### config.mk
export PLATFORM = sky130hd
export DESIGN_NAME = fetch_unit
export DESIGN_NICKNAME = d
export VERILOG_FILES = /design/src/rtl/fetch_unit.sv
export SDC_FILE = /design/constraint.sdc
export NUM_CORES = 1
export LEC_CHECK = 0
export ABC_AREA = 1
export ABC_CLOCK_PERIOD_IN_PS = 3600
export BUFFER_PORTS_ARGS = -buffer_cell sky130_fd_sc_hd__buf_2
export CAP_MARGIN = 20
export CORE_ASPECT_RATIO = 1.1
export CORE_UTILIZATION = 36
export DETAILED_ROUTE_END_ITERATION = 16
export MAX_ROUTING_LAYER = met4
export SLEW_MARGIN = 10
export SYNTH_ARGS = -nofsm -noshare
export SYNTH_HDL_FRONTEND = slang
export SYNTH_SLANG_ARGS = --single-unit
### constraint.sdc
create_clock -name Clk -period 3.6 [get_ports Clk]
set_input_delay 0.72 -clock Clk [delete_from_list [all_inputs] [get_ports Clk]]
set_output_delay 0.72 -clock Clk [all_outputs]
set_load 0.1 [all_outputs]
### src/rtl/fetch_unit.sv
// fetch_unit: program counter / fetch stage with Start/Done handshake and LUT-based jumps and branches.
// Define FETCH_CYCLE_CNT_EN to add the saturating 16-bit CycleCnt output.
module fetch_unit #(
    parameter int              PC_W = 10,
    parameter logic [PC_W-1:0] LUT0 = '0,
    parameter logic [PC_W-1:0] LUT1 = '0,
    parameter logic [PC_W-1:0] LUT2 = '0,
    parameter logic [PC_W-1:0] LUT3 = '0
) (
    input  logic            Clk,
    input  logic            Reset,
    input  logic            Start,
    input  logic [PC_W-1:0] StartAddr,
    input  logic            Jump,
    input  logic            BranchEn,
    input  logic            BranchTaken,
    input  logic [1:0]      TargSel,
    input  logic            Ack,
    output logic [PC_W-1:0] ProgCtr,
    output logic            Busy,
    output logic            Done
`ifdef FETCH_CYCLE_CNT_EN
    ,
    output logic [15:0]     CycleCnt
`endif
);
    typedef enum logic [1:0] {IDLE, RUN, HALT} state_t;

    state_t          state, state_next;
    logic [PC_W-1:0] pc_next, lut;

    always_ff @(posedge Clk or posedge Reset) begin
        if (Reset) begin
            state   <= IDLE;
            ProgCtr <= '0;
        end else begin
            state   <= state_next;
            ProgCtr <= pc_next;
        end
    end

    // Start overrides everything; the LUT entry doubles as a two's-complement branch offset.
    always_comb begin
        lut        = TargSel == 2'd0 ? LUT0 : TargSel == 2'd1 ? LUT1 : TargSel == 2'd2 ? LUT2 : LUT3;
        state_next = state;
        pc_next    = ProgCtr;
        if (Start) begin
            state_next = RUN;
            pc_next    = StartAddr;
        end else if (state == RUN) begin
            if (Ack)
                state_next = HALT;
            else
                pc_next = Jump ? lut : (BranchEn && BranchTaken) ? ProgCtr + lut : ProgCtr + PC_W'(1);
        end
    end

    assign Busy = state == RUN;
    assign Done = state == HALT;

`ifdef FETCH_CYCLE_CNT_EN
    always_ff @(posedge Clk or posedge Reset) begin
        if (Reset)
            CycleCnt <= '0;
        else if (Start)
            CycleCnt <= '0;
        else if (state == RUN && CycleCnt != 16'hFFFF)
            CycleCnt <= CycleCnt + 16'd1;
    end
`endif
endmodule

==> flow_summary.ini, run 1 <==
[worst_setup_path]
worst-setup-path-type = register to primary output
cp_max_fo = 3
critPathCaptureType = primary output
critPathLaunchType = register
arrival_ns = 1.31
critPathRequiredTime_ns = 2.88
r2r_slack_ns = 2.15

[routing]
wl_mm = 1.960
drtIter0Drc = 14
num_vias = 824
drtAntennaViolNets = 0
wl_met3_um = 89
drc = 0
vias_per_cell = 4.847
drt-met1-wl_um = 955
firstDrtPassIters = 4
top_layer = met4
avgRoutedWirePerCell_um = 11.53
wl_met2_um = 882

[clocking]
cts.path.max_buffers = 2
cts_max_level = 1
clk_pin_slew_ns = 0.08
post_cts_resized = 0
cts_root_buffer = clkbuf_4
insertion_delay_ns = 0.28
cts_sinks = 12
numCtsBuffers = 3
postCtsSetupBuffers = 0
cts_tree = yes
ctsHoldBuffers = 0

[hold_path]
worstHoldPathType = primary input to async pin

[sta]
slew_headroom_pct = 66.40
rsz0062_at_grt = no
period_minus_slack_ns = 2.028
tightestPinTransition_ns = 0.5035
drv_slew = 0
setup_tns_ns = 0
period_share_pct = 56.34
setup_viol = 0
finalWorstSetupSlack_ns = 1.572
skew_ns = 0.004243
fmax_mhz = 493.1
hold_viol = 0

[synthesis]
synth_fp_nets = 134
synthArstFlopShare_pct = 100.0
synth_warnings = 0
synth_edf_count = 0
syn_area_um2 = 823.3
ys_seq_area_share_pct = 36.47
ys_ff_latch = 12
syn_area_per_cell_um2 = 7.222
synthFlopType = dfrtp_1
synthesis.instances = 114
ys_types = 22

[layout]
nets = 164
stdcell_count = 170
syn_to_final_growth_pct = 20.36
final_util_pct = 47.54
diodes = 0
num-fill-cells = 238
drive_gt1_share_pct = 32.39

[placement]
place_inst = 167
place_ws_ns = 1.509
gp_congestion = 0.8478
dp_hpwl_mm = 1.421
io_buffers = 28

[floorplan]
rows = 17
start_util_pct = 39.50
core_um2 = 2085
die_area_um2 = 2482
die_height_um = 52.16
io_pins = 31
die_x_um = 47.60

[power]
ir_drop_mv = 0.2338
p_leak_nw = 0.5106
p_per_area_nw_per_um2 = 537.2

[run]
maxCapViolCount = 0

[outcome]
status = finished clean

[grt]
grt.overflow.total = 0
grtUsageTotal_pct = 18.89
antenna_found_initial = 0
grt_max_degree = 14
grt_pass1_vias = 735
grt_first_pass_wirelength_mm = 3.187
## critical path: stages (launching register included)
cell and delay (ns):
dfrtp_1 0.36, inv_1 0.09, nand2_1 0.08, inv_1 0.08, buf_2 0.42
## flip-flops by register name (all words and copies together), names as in the netlist
| signal | flops |
|---|---|
| ProgCtr | 10 |
| state | 2 |
## where the power goes
| group | total [mW] | internal, mW | switching, mW |
|---|---|---|---|
| clock | 0.0861 | 0.0388 | 0.0473 |
| combinational | 0.262 | 0.0484 | 0.213 |
| sequential | 0.185 | 0.155 | 0.0298 |
## metrics by stage
| stage | instance area (µm²) | total power [mW] | hold WS [ns] |
|---|---|---|---|
| 2_1_floorplan | 823.3 | 0.4034 | 0.4643 |
| 3_3_place_gp | 968.4 | 0.4453 | 0.4791 |
| 3_5_place_dp | 968.4 | 0.4500 | 0.5005 |
| 4_1_cts | 991.0 | 0.5360 | 0.4830 |
| 5_1_grt | 991.0 | 0.5646 | 0.4846 |
| 6_report | 991.0 | 0.5324 | 0.4522 |
## cell usage in the layout (no fill, tap or decap), drive strengths merged
master,netlist,routed
a21boi,1,1
a21oi,13,13
a22oi,1,1
buf,1,28
clkbuf,2,3
dfrtp,12,12
ha,1,1
inv,14,14
nand2,31,31
nand3,11,11
nand4,3,3
nor2,16,16
o21ai,7,7
o21bai,1,1
## synthesized netlist by cell type (3+ instances only)
master / n / area (µm²)
nand2_1: 30 / 112.6
nor2_1: 14 / 52.55
inv_1: 13 / 48.80
dfrtp_1: 12 / 300.3
a21oi_2: 10 / 87.58
nand3_1: 10 / 50.05
o21ai_0: 6 / 30.03
a21oi_1: 3 / 15.01
nand4_1: 3 / 18.77
## area by class of cell
class	count	area, µm²	share of cell area [%]
clock buffer	3	22.52	2.273
multi-input combinational	85	440.4	44.44
inverter	14	52.55	5.303
tap	28	35.03	3.535
timing repair buffer	28	140.1	14.14
sequential	12	300.3	30.30
## worst paths after layout
path | end | start | cells after the start
max | Busy | state[1] | 4
min | ProgCtr[1] | Reset | 2
max reg2reg | ProgCtr[6] | ProgCtr[0] | 7
min reg2reg | state[0] | state[0] | 2
max in group asynchronous | ProgCtr[9] | Reset | 2
min in group Clk | state[0] | state[0] | 2
## metal layers
layer	global-route usage [%]	up-vias
li1	-	428
met1	24.03	362
met2	29.68	29
met3	3.125	5
met4	6.944	0
met5	-	-
## kinds of logic after synthesis
| kind of cell | synth area share (%) |
|---|---|
| flops | 36.47 |
| buf+inv | 10.03 |
| simple gates | 32.52 |
| fa+ha+maj | 1.520 |
| compound gates | 19.45 |
Power figures use the tool's default switching activity.
==> run 2: changes to the inputs <==
- ABC_CLOCK_PERIOD_IN_PS: 3600 -> 1900
- clock period: 3.6 -> 1.9 ns (I/O delays scaled with it)
==> flow_summary.ini, run 2 (same netlist as run 1, synthesis figures left out) <==
[layout]
nets = 167
top_register = ProgCtr
syn_to_final_growth_pct = 25.38
fin_area_um2 = 1032
stdcell_count = 174
largest_register_ffs = 10
top_regs = ProgCtr (10), state (2)
final_util_pct = 49.52
final_cell_mix = nand2_1, buf_2, inv_1, nor2_1
num-fill-cells = 236
diodes = 0
final_common_cell = nand2_1
drive_gt1_share_pct = 36.30

[placement]
gp_congestion = 0.8948
placed_area_um2 = 996.0
dp_hpwl_mm = 1.451
place_ws_ns = 0.4864
place_inst = 170
io_buffers = 28

[clocking]
post_cts_resized = 0
ctsHoldBuffers = 0
clk_pin_slew_ns = 0.08
cts.path.max_buffers = 2
cts_max_level = 1
numCtsBuffers = 3
insertion_delay_ns = 0.28
cts_root_buffer = clkbuf_4
cts_sinks = 12
postCtsSetupBuffers = 0
cts_tree = yes

[power]
p_int_mw = 0.5089
clockPowerShare_pct = 19.7
p_per_area_nw_per_um2 = 1027
p_leak_nw = 0.5300
seqPwrFrac_pct = 33.1
ir_drop_mv = 0.5218
switchingPower_mw = 0.5517
combPwrFrac_pct = 47.2
p_sw_share_pct = 52.02

[grt]
grtUsageTotal_pct = 18.27
grt.overflow.total = 0
grt_first_pass_wirelength_mm = 3.098
antenna_found_initial = 0
grt_pass1_vias = 731
grt_max_degree = 13

[sta]
drv_slew = 0
period_share_pct = 88.41
hold_viol = 0
tightestPinTransition_ns = 0.4911
setup_viol = 0
slew_headroom_pct = 67.23
fmax_mhz = 595.3
rsz0062_at_grt = no
setup_tns_ns = 0
skew_ns = 0.002567
period_minus_slack_ns = 1.680
finalWorstSetupSlack_ns = 0.2202

[worst_setup_path]
arrival_ns = 1.30
critPathRequiredTime_ns = 1.52
critPathLaunchType = register
ff2ff_path_depth = 7
crit_chain = inv_1 > nand2_1 > inv_1 > buf_2
crit_cells = 4
critPathCaptureType = primary output
worst-setup-path-type = register to primary output
cp_max_fo = 3
critical-path-slowest-cell = buf_2
timing.critical_path.buf_inv = 3
crit_family = buffers and inverters
crit_path_frequent_cell = inv_1
cpPeakStageDelay_ns = 0.42

[routing]
drtAntennaViolNets = 0
avgRoutedWirePerCell_um = 11.10
firstDrtPassIters = 4
wl_mm = 1.931
drtIter0Drc = 17
num_vias = 836
drc = 0
vias_per_cell = 4.805

[hold_path]
worstHoldPathType = primary input to async pin

[floorplan]
die_area_um2 = 2482
rows = 17
die_x_um = 47.60
die_height_um = 52.16
start_util_pct = 39.50
core_um2 = 2085
io_pins = 31

[run]
maxCapViolCount = 0

[outcome]
status = finished clean
[run 2: cell count changes in the layout (fill, tap and decap cells not counted), sizes merged]
cell,before,now
buf,28,31
clkbuf,3,4
[run 2: area by class of cell]
class / instances / area (µm²) / share of cell area, %
multi-input combinational: 85 / 442.9 / 42.91
inverter: 14 / 52.55 / 5.091
clock buffer: 4 / 36.28 / 3.515
sequential: 12 / 302.8 / 29.33
tap: 28 / 35.03 / 3.394
timing repair buffer: 31 / 162.7 / 15.76
[run 2: final timing paths]
kind	start	endpoint	slack, ns
setup / recovery	state[1]	Busy	0.22
hold / removal	Reset	ProgCtr[2]	0.11
setup reg to reg	ProgCtr[0]	ProgCtr[6]	0.54
hold reg to reg	state[0]	state[0]	0.53
max in group asynchronous	Reset	ProgCtr[0]	1.44
min in group Clk	StartAddr[4]	ProgCtr[4]	0.37
[run 2: layer usage]
layer / track usage [%] / wire (µm) / vias to the layer above
li1: - / - / 434
met1: 23.87 / 889 / 381
met2: 27.85 / 949 / 19
met3: 4.167 / 84 / 2
met4: 5.556 / 8 / 0
met5: - / 0 / -
[run 2: power by group through the flow]
stage          Clock [mW]  Sequential [mW]  Combinational (mW)
2_1_floorplan           0            0.593               0.173
3_3_place_gp            0            0.355               0.499
3_5_place_dp            0            0.357               0.503
4_1_cts             0.218            0.352               0.504
5_1_grt             0.236            0.361               0.535
6_report            0.209            0.351               0.500
[run 2: metrics by stage]
| step | hold WS, ns | power (mW) |
|---|---|---|
| 6_report | 0.1069 | 1.061 |
| 5_1_grt | 0.1397 | 1.132 |
| 4_1_cts | 0.1245 | 1.074 |
| 3_5_place_dp | 0.4330 | 0.8602 |
| 3_3_place_gp | 0.4337 | 0.8538 |
| 2_1_floorplan | 0.2446 | 0.7667 |
